--- config.mk ---
export PLATFORM = sky130hd
export DESIGN_NAME = spi_slave_rx
export DESIGN_NICKNAME = d
export VERILOG_FILES = /design/src/rtl/spi_slave_pkg.sv /design/src/rtl/spi_sync_edge.sv /design/src/rtl/spi_slave_rx.sv
export SDC_FILE = /design/constraint.sdc
export NUM_CORES = 1
export LEC_CHECK = 0
export BUFFER_PORTS_ARGS = -buffer_cell sky130_fd_sc_hd__buf_2
export CAP_MARGIN = 25
export CORE_MARGIN = 2
export CORE_UTILIZATION = 34
export CTS_BUF_LIST = sky130_fd_sc_hd__clkbuf_2 sky130_fd_sc_hd__clkbuf_4 sky130_fd_sc_hd__clkbuf_8
export DETAILED_ROUTE_END_ITERATION = 8
export PLACE_DENSITY_LB_ADDON = 0.3
export SYNTH_ARGS = -nofsm -noshare
export SYNTH_HDL_FRONTEND = slang
export SYNTH_SLANG_ARGS = --single-unit
--- constraint.sdc ---
create_clock -name clk -period 2.4 [get_ports clk]
set_input_delay 0.48 -clock clk [delete_from_list [all_inputs] [get_ports clk]]
set_output_delay 0.48 -clock clk [all_outputs]
set_load 0.02 [all_outputs]
--- src/rtl/spi_slave_pkg.sv ---
// Shared types and defaults for the SPI slave receiver slice.
package spi_slave_pkg;

  localparam int DATA_W_DEF      = 8;
  localparam int SYNC_STAGES_DEF = 2;
  localparam int CNT_W_DEF       = $clog2(DATA_W_DEF + 1);

  typedef enum logic [0:0] {
    IDLE  = 1'b0,
    SHIFT = 1'b1
  } state_e;

  function automatic int cnt_width(input int data_w);
    return $clog2(data_w + 1);
  endfunction

endpackage

--- src/rtl/spi_sync_edge.sv ---
// Multi-flop synchronizer for an asynchronous pin with rise/fall pulses
// taken against a one-cycle-delayed copy of the synchronized level.
module spi_sync_edge #(
  parameter int   STAGES  = 2,
  parameter logic RST_VAL = 1'b0
) (
  input  logic clk,
  input  logic rst,
  input  logic din,
  output logic level,
  output logic rise,
  output logic fall
);

  logic [STAGES-1:0] sync_r;
  logic              prev_r;

  // Synchronizer chain plus delayed copy of its output
  always_ff @(posedge clk or negedge rst) begin
    if (!rst) begin
      sync_r <= {STAGES{RST_VAL}};
      prev_r <= RST_VAL;
    end else begin
      sync_r <= {sync_r[STAGES-2:0], din};
      prev_r <= sync_r[STAGES-1];
    end
  end

  assign level = sync_r[STAGES-1];
  assign rise  = sync_r[STAGES-1] & ~prev_r;
  assign fall  = ~sync_r[STAGES-1] & prev_r;

endmodule

--- src/rtl/spi_slave_rx.sv ---
// SPI slave receiver (CPOL 0, CPHA 1), MSB-first bytes into a valid/ready
// holding register. Define SPI_SLAVE_MISO_EN to echo the last byte on MISO.
module spi_slave_rx
  import spi_slave_pkg::*;
#(
  parameter int SYNC_STAGES = SYNC_STAGES_DEF,
  parameter int DATA_W      = DATA_W_DEF
) (
  input  logic              clk,
  input  logic              rst,
  input  logic              SCL,
  input  logic              SS,
  input  logic              MOSI,
  output logic [DATA_W-1:0] rx_data,
  output logic              rx_valid,
  input  logic              rx_ready,
  output logic              overrun,
  output logic              frame_err
`ifdef SPI_SLAVE_MISO_EN
  ,
  output logic              MISO
`endif
);

  localparam int CNT_W = cnt_width(DATA_W);

  logic              scl_lvl_s, scl_rise_s, scl_fall_s;
  logic              ss_lvl_s, ss_rise_s, ss_fall_s;
  logic              mosi_s, mosi_rise_s, mosi_fall_s;
  logic              unused_s;
  logic              wrap_s, load_s;
  logic [DATA_W-1:0] shift_next_s;

  state_e            state_r;
  logic [CNT_W-1:0]  cnt_r;
  logic [DATA_W-1:0] shift_r;

  spi_sync_edge #(.STAGES(SYNC_STAGES), .RST_VAL(1'b0)) u_sync_scl (
    .clk(clk), .rst(rst), .din(SCL),
    .level(scl_lvl_s), .rise(scl_rise_s), .fall(scl_fall_s)
  );

  spi_sync_edge #(.STAGES(SYNC_STAGES), .RST_VAL(1'b1)) u_sync_ss (
    .clk(clk), .rst(rst), .din(SS),
    .level(ss_lvl_s), .rise(ss_rise_s), .fall(ss_fall_s)
  );

  spi_sync_edge #(.STAGES(SYNC_STAGES), .RST_VAL(1'b0)) u_sync_mosi (
    .clk(clk), .rst(rst), .din(MOSI),
    .level(mosi_s), .rise(mosi_rise_s), .fall(mosi_fall_s)
  );

  assign unused_s = &{1'b0, scl_lvl_s, scl_rise_s, ss_lvl_s, mosi_rise_s, mosi_fall_s};

  // SS rising edge takes priority over a coincident SCL falling edge
  assign shift_next_s = {shift_r[DATA_W-2:0], mosi_s};
  assign wrap_s = (state_r == SHIFT) && !ss_rise_s && scl_fall_s &&
                  (cnt_r == CNT_W'(DATA_W - 1));
  assign load_s = wrap_s && (!rx_valid || rx_ready);

  // Receive FSM, bit counter, shift register and holding register
  always_ff @(posedge clk or negedge rst) begin
    if (!rst) begin
      state_r   <= IDLE;
      cnt_r     <= {CNT_W{1'b0}};
      shift_r   <= {DATA_W{1'b0}};
      rx_data   <= {DATA_W{1'b0}};
      rx_valid  <= 1'b0;
      overrun   <= 1'b0;
      frame_err <= 1'b0;
    end else begin
      frame_err <= 1'b0;
      if (rx_valid && rx_ready) begin
        rx_valid <= 1'b0;
      end
      case (state_r)
        IDLE: begin
          if (ss_fall_s) begin
            state_r <= SHIFT;
            cnt_r   <= {CNT_W{1'b0}};
            shift_r <= {DATA_W{1'b0}};
            overrun <= 1'b0;
          end
        end
        SHIFT: begin
          if (ss_rise_s) begin
            state_r <= IDLE;
            if (cnt_r != {CNT_W{1'b0}}) begin
              frame_err <= 1'b1;
            end
            cnt_r   <= {CNT_W{1'b0}};
            shift_r <= {DATA_W{1'b0}};
          end else if (scl_fall_s) begin
            shift_r <= shift_next_s;
            if (wrap_s) begin
              cnt_r <= {CNT_W{1'b0}};
              if (load_s) begin
                rx_data  <= shift_next_s;
                rx_valid <= 1'b1;
              end else begin
                overrun <= 1'b1;
              end
            end else begin
              cnt_r <= cnt_r + CNT_W'(1);
            end
          end
        end
        default: begin
          state_r <= IDLE;
        end
      endcase
    end
  end

`ifdef SPI_SLAVE_MISO_EN
  logic [DATA_W-1:0] tx_r;

  // Echo the most recently completed byte, one bit per SCL rising edge
  always_ff @(posedge clk or negedge rst) begin
    if (!rst) begin
      tx_r <= {DATA_W{1'b0}};
      MISO <= 1'b0;
    end else if (state_r == IDLE) begin
      MISO <= 1'b0;
      if (ss_fall_s) begin
        tx_r <= rx_data;
      end
    end else if (ss_rise_s) begin
      MISO <= 1'b0;
    end else if (wrap_s) begin
      tx_r <= load_s ? shift_next_s : rx_data;
    end else if (scl_rise_s) begin
      MISO <= tx_r[DATA_W-1];
      tx_r <= {tx_r[DATA_W-2:0], 1'b0};
    end
  end
`endif

endmodule
== Word-level counts from Yosys, hierarchy flattened ==
Cells that the tools add are included.

* Multiplexer cells: 27
* Equal/unequal tests: 7
* Reduce and logical (&&, ||, !) cells: 12
* Bitwise operators: 8
* Add/subtract/negate cells: 1

{| class="wikitable"
|+ Operator list
! operator !! number
|-
| 7-bit 2-to-1 mux || 3
|-
| 1-bit 2-to-1 mux || 16
|-
| 4-bit 2-to-1 mux || 4
|-
| 7-bit one-hot mux with 2 select lines || 1
|-
| 2-bit != test, second input constant || 5
|-
| 5-bit AND reduction || 2
|-
| 4-bit one-hot mux with 2 select lines || 1
|-
| 1-bit logical AND || 5
|-
| 1-bit NOT || 5
|-
| 4-bit by 1-bit adder with 4-bit output, second input constant || 1
|-
| 4-bit by 3-bit == test with 1-bit output, second input constant || 1
|-
| 1-bit one-hot mux with 2 select lines || 2
|-
| 4-bit nonzero test || 1
|-
| 1-bit AND || 3
|-
| 3-bit != test, second input constant || 1
|-
| 1-bit logical NOT || 2
|-
| 2-bit AND reduction || 1
|-
| 1-bit logical OR || 1
|}

* Output and inout port bits: 11
* Logic and storage cells: 67
* Register bits: 31
* Input bits: 6

== Longest topological paths before layout ==
* Word-level depth: 12
* Mapped depth: 5
* Gate-level depth less buffers: 5

== Cells and area by module ==
A second synthesis with hierarchy kept.

* Cell total of the unflattened synthesis: 96
* Area, all modules: 1298.7 µm²

{| class="wikitable"
|+ Modules (own cells, without submodules)
! module !! sequential area each (µm²) !! times used !! cells an instance !! area an instance (µm²)
|-
| spi_slave_rx || 575.6 || 1 || 81 || 1024.7
|-
| spi_sync_edge (u_sync_mosi ...) || 75.1 || 2 || 5 || 90.1
|-
| spi_sync_edge (u_sync_ss) || 78.8 || 1 || 5 || 93.8
|}

== Worst setup path before layout ==
OpenSTA, ideal clock, no wires.

* Kind: register to register
* Start: register cnt_r[0]
* End: register rx_data[0]
* Clock period less this slack: 1728 ps
* Buffers on the path: 0
* Data arrival time: 1603 ps
* Required time: 2275 ps
* Setup slack: 672 ps
* Cell stages (with the launch flop): 6
* Setup time: 125 ps
* Cell sequence: dfrtp_1 > ha_1 > nand2_1 > or3_4 > nor3_4 > mux2_2

* Word-level cells in the longest chain between the ends: 4

{| class="wikitable"
|+ Ends and longest elaborated chain
! element !! RTL line !! text
|-
| start, declared || spi_slave_rx.sv:35 || <nowiki>logic [CNT_W-1:0] cnt_r;</nowiki>
|-
| start signal, assigned || spi_slave_rx.sv:65 || <nowiki>cnt_r <= {CNT_W{1'b0}};</nowiki>
|-
| start signal, assigned || spi_slave_rx.sv:80 || <nowiki>cnt_r <= {CNT_W{1'b0}};</nowiki>
|-
| start signal, assigned || spi_slave_rx.sv:91 || <nowiki>cnt_r <= {CNT_W{1'b0}};</nowiki>
|-
| 4-bit by 3-bit == test with 1-bit output * || spi_slave_rx.sv:58 || <nowiki>(cnt_r == CNT_W'(DATA_W - 1));</nowiki>
|-
| 1-bit logical AND * || spi_slave_rx.sv:57 || <nowiki>assign wrap_s = (state_r == SHIFT) && !ss_rise_s && scl_fall_s &&</nowiki>
|-
| 1-bit logical AND || spi_slave_rx.sv:59 || <nowiki>assign load_s = wrap_s && (!rx_valid || rx_ready);</nowiki>
|-
| 5-bit AND reduction (no line) * || -- ||
|-
| end signal, assigned || spi_slave_rx.sv:67 || <nowiki>rx_data <= {DATA_W{1'b0}};</nowiki>
|-
| end signal, assigned || spi_slave_rx.sv:98 || <nowiki>rx_data <= shift_next_s;</nowiki>
|-
| end, declared || spi_slave_rx.sv:14 || <nowiki>output logic [DATA_W-1:0] rx_data,</nowiki>
|}

Mark *: on every way between the ends. The rest lies on a longest branch, timed or not.
A chain may end at the register's enable or synchronous reset.

== Final worst setup path ==
* Start: register cnt_r[0]
* End: register rx_data[2]

Same word-level chain as after synthesis.

==> results.py <==
metrics = {
    "global_routing": {
        "grtUsageMet2_pct": 15.19,
        "use_met3_pct": 4.324,
        "first_global_vias": 696,
        "grt_max_degree": 32,
        "antenna_found_initial": 0,
        "grtUsageTotal_pct": 11.18,
        "grt_busiest_layer": "met2",
        "met1_usage_pct": 15.01,
        "gr-total-overflow": 0,
        "grt_pass1_wl_um": 3312,
    },
    "cts": {
        "clk_pin_slew_ns": 0.09,
        "cts_tree": "done",
        "clock-root-buffer": "clkbuf_4",
        "htreeDepth": 2,
        "clock_path_buffers": 2,
        "cts_setup_buffers": 0,
        "cts_resized": 0,
        "cts-hold-fix-buffers": 0,
        "cts_sinks": 31,
        "cts_buffers": 5,
        "insertion_delay_ns": 0.32,
    },
    "synthesis": {
        "synth_top_area_share_pct": 59.57,
        "synthFlopType": "dfrtp_1",
        "synthTopCellsByArea": "dfrtp_1 (60%), mux2_2 (7.7%), dfstp_2 (6.7%)",
        "synth_edf_count": 0,
        "yosysMostFrequentCell": "dfrtp_1",
        "avgSynthCellArea_um2": 14.17,
        "ys_seq_area_share_pct": 66.28,
        "async_reset_ff_share_pct": 100.0,
        "mappedNetlistArea_um2": 1176,
        "yosysUniqueCellTypes": 27,
        "synthCells": 83,
        "synth-seq-cells": 31,
        "ys_warn_count": 0,
        "syn-num-nets": 91,
        "yosys.area.top_type": "dfrtp_1",
        "synth_top_cells_by_count": "dfrtp_1 (28), mux2_2 (8), a22o_1 (7), nand2_1 (5)",
    },
    "timing": {
        "rsz0062_at_grt": "false",
        "worst_slew_pin_slew_ns": 0.6536,
        "maxSlewHeadroom_pct": 56.43,
        "skew_ns": 0.004703,
        "fin_tns_setup_ns": 0,
        "fmax_mhz": 512.5,
        "hold_violations": 0,
        "layout_min_cycle_time_ns": 1.951,
        "final-setup-viol-count": 0,
        "period_share_pct": 81.30,
        "drv_slew": 0,
    },
    "floorplanning": {
        "row_count": 21,
        "core-area_um2": 3337,
        "die_h_um": 62.82,
        "dieArea_um2": 3946,
        "ios": 17,
        "initial_core_util_pct": 35.25,
        "die_width_um": 62.82,
    },
    "drt": {
        "drc": 0,
        "viasPerCell": 4.686,
        "first_iter_violations": 15,
        "via_count": 717,
        "drtPass1Iterations": 4,
        "final_antenna_net_count": 0,
        "wl_um": 1832,
        "wire_per_inst_um": 11.97,
    },
    "place": {
        "place.gp.congestion": 0.8210,
        "dpl.hpwl_um": 1285,
        "port-buffer-count": 16,
    },
    "critical_path": {
        "cp-end-kind": "register",
        "crit_path_max_incr_delay_ns": 0.41,
        "critPathLaunchType": "register",
        "path_class": "register to register",
        "crit_buf_inv": 0,
        "path_cells": "ha_1, nand2_1, or3_4, nor3_4, mux2_2",
        "arrival_ns": 2.16,
        "required_ns": 2.61,
        "cpLargestDelayFamily": "simple AND/OR/NAND/NOR gates",
        "crit_fanout": 8,
        "cp_slowest_cell": "or3_4",
    },
    "cells_and_area": {
        "diodes": 0,
        "synthToLayoutAreaGrowth_pct": 19.04,
        "final_nets": 114,
        "drive_above_1_share_pct": 37.38,
        "utilization_pct": 41.96,
    },
    "status": {
        "status": "completed",
    },
    "power_and_ir_drop": {
        "leakagePower_nw": 0.6916,
        "switchingPower_w": 0.0002236,
        "cellInternalPower_w": 0.0008074,
        "vdd_ir_drop_max_mv": 0.2830,
        "clkPwrFrac_pct": 40.3,
        "power.density_nw_per_um2": 736.4,
        "p_seq_share_pct": 53.8,
        "switching_share_pct": 21.69,
        "share_comb_of_total_power_pct": 5.9,
    },
    "flow_run": {
        "cap_violations": 0,
    },
    "hold_path": {
        "hold_class": "input pin to asynchronous set/reset pin",
    },
}
==> kinds of logic after synthesis <==
group,Yosys count,synth area share (%)
flops,31,66.28
simple gates,20,10.96
compound gates,19,12.02
mux,8,7.660
buf+inv,3,0.9574
fa+ha+maj,2,2.127
==> power groups by stage <==
stage	Sequential [W]	Combinational (W)	Clock (W)
6_report	0.000555	0.0000609	0.000415
5_1_grt	0.000558	0.0000715	0.000455
4_1_cts	0.000555	0.0000626	0.000434
3_5_place_dp	0.000565	0.0000634	0
3_3_place_gp	0.000564	0.0000623	0
2_1_floorplan	0.000563	0.0000377	0
==> worst paths after layout <==
kind	from	end	slack, ns	cells past startpoint
worst max-delay path	cnt_r[0]$_DFFE_PN0P_	rx_data[2]$_DFFE_PN0P_	0.45	5
worst min-delay path	rst	cnt_r[3]$_DFFE_PN0P_	0.18	1
worst max register to register	cnt_r[0]$_DFFE_PN0P_	rx_data[2]$_DFFE_PN0P_	0.45	5
worst min register to register	u_sync_scl.sync_r[0]$_DFF_PN0_	u_sync_scl.sync_r[1]$_DFF_PN0_	0.36	0
max in group asynchronous	rst	u_sync_mosi.sync_r[1]$_DFF_PN0_	1.80	1
min in group clk	SS	u_sync_ss.sync_r[0]$_DFF_PN1_	0.24	1
==> per-stage QoR <==
step / cells / setup slack, ns / area (um2) / total power [W] / hold slack (ns)
after floorplan: 83 / 0.6723 / 1176 / 0.0006004 / 0.1844
after global placement: 145 / 0.4915 / 1314 / 0.0006265 / 0.3361
after detailed placement: 145 / 0.4709 / 1314 / 0.0006280 / 0.3410
after CTS: 153 / 0.4387 / 1400 / 0.001051 / 0.1861
after global routing: 153 / 0.3587 / 1400 / 0.001085 / 0.2143
final: 153 / 0.4489 / 1400 / 0.001031 / 0.1764
==> sequential cells by signal, indices dropped and copies added, names as in the netlist <==
register,flops
state_r,1
rx_data,8
rx_valid,1
u_sync_ss.prev_r,1
u_sync_scl.prev_r,1
u_sync_scl.sync_r,2
u_sync_ss.sync_r,2
u_sync_mosi.sync_r,2
frame_err,1
overrun,1
shift_r,7
cnt_r,4
==> per-layer routing <==
layer / vias up / part of all wire (%)
met1: 345 / 49
met2: 19 / 43
met4: 0 / 2.5
li1: 346 / -
met3: 7 / 5.2
met5: - / 0
==> layout make-up <==
type	count	area [um2]
Timing Repair Buffer	16	80.08
Inverter	3	11.26
Sequential cell	31	779.5
Clock inverter	2	35.03
Tap cell	46	57.56
Fill cell	332	1937
Multi-Input combinational cell	49	385.4
Clock buffer	6	51.30
==> layout by cell type, fill, tap and decap left out, types with 2 or more instances in the layout <==
cell and count:
buf_2 16, clkbuf_4 5, a31oi_1 2, nand2b_1 3
mux2_2 8, a22o_1 7, dfstp_2 3, nand2_1 5
dfrtp_1 28, ha_1 2, o21ai_0 3, nand3_1 2
inv_1 3, nor2b_1 2
Note: power is estimated with default switching activity, not from simulation.
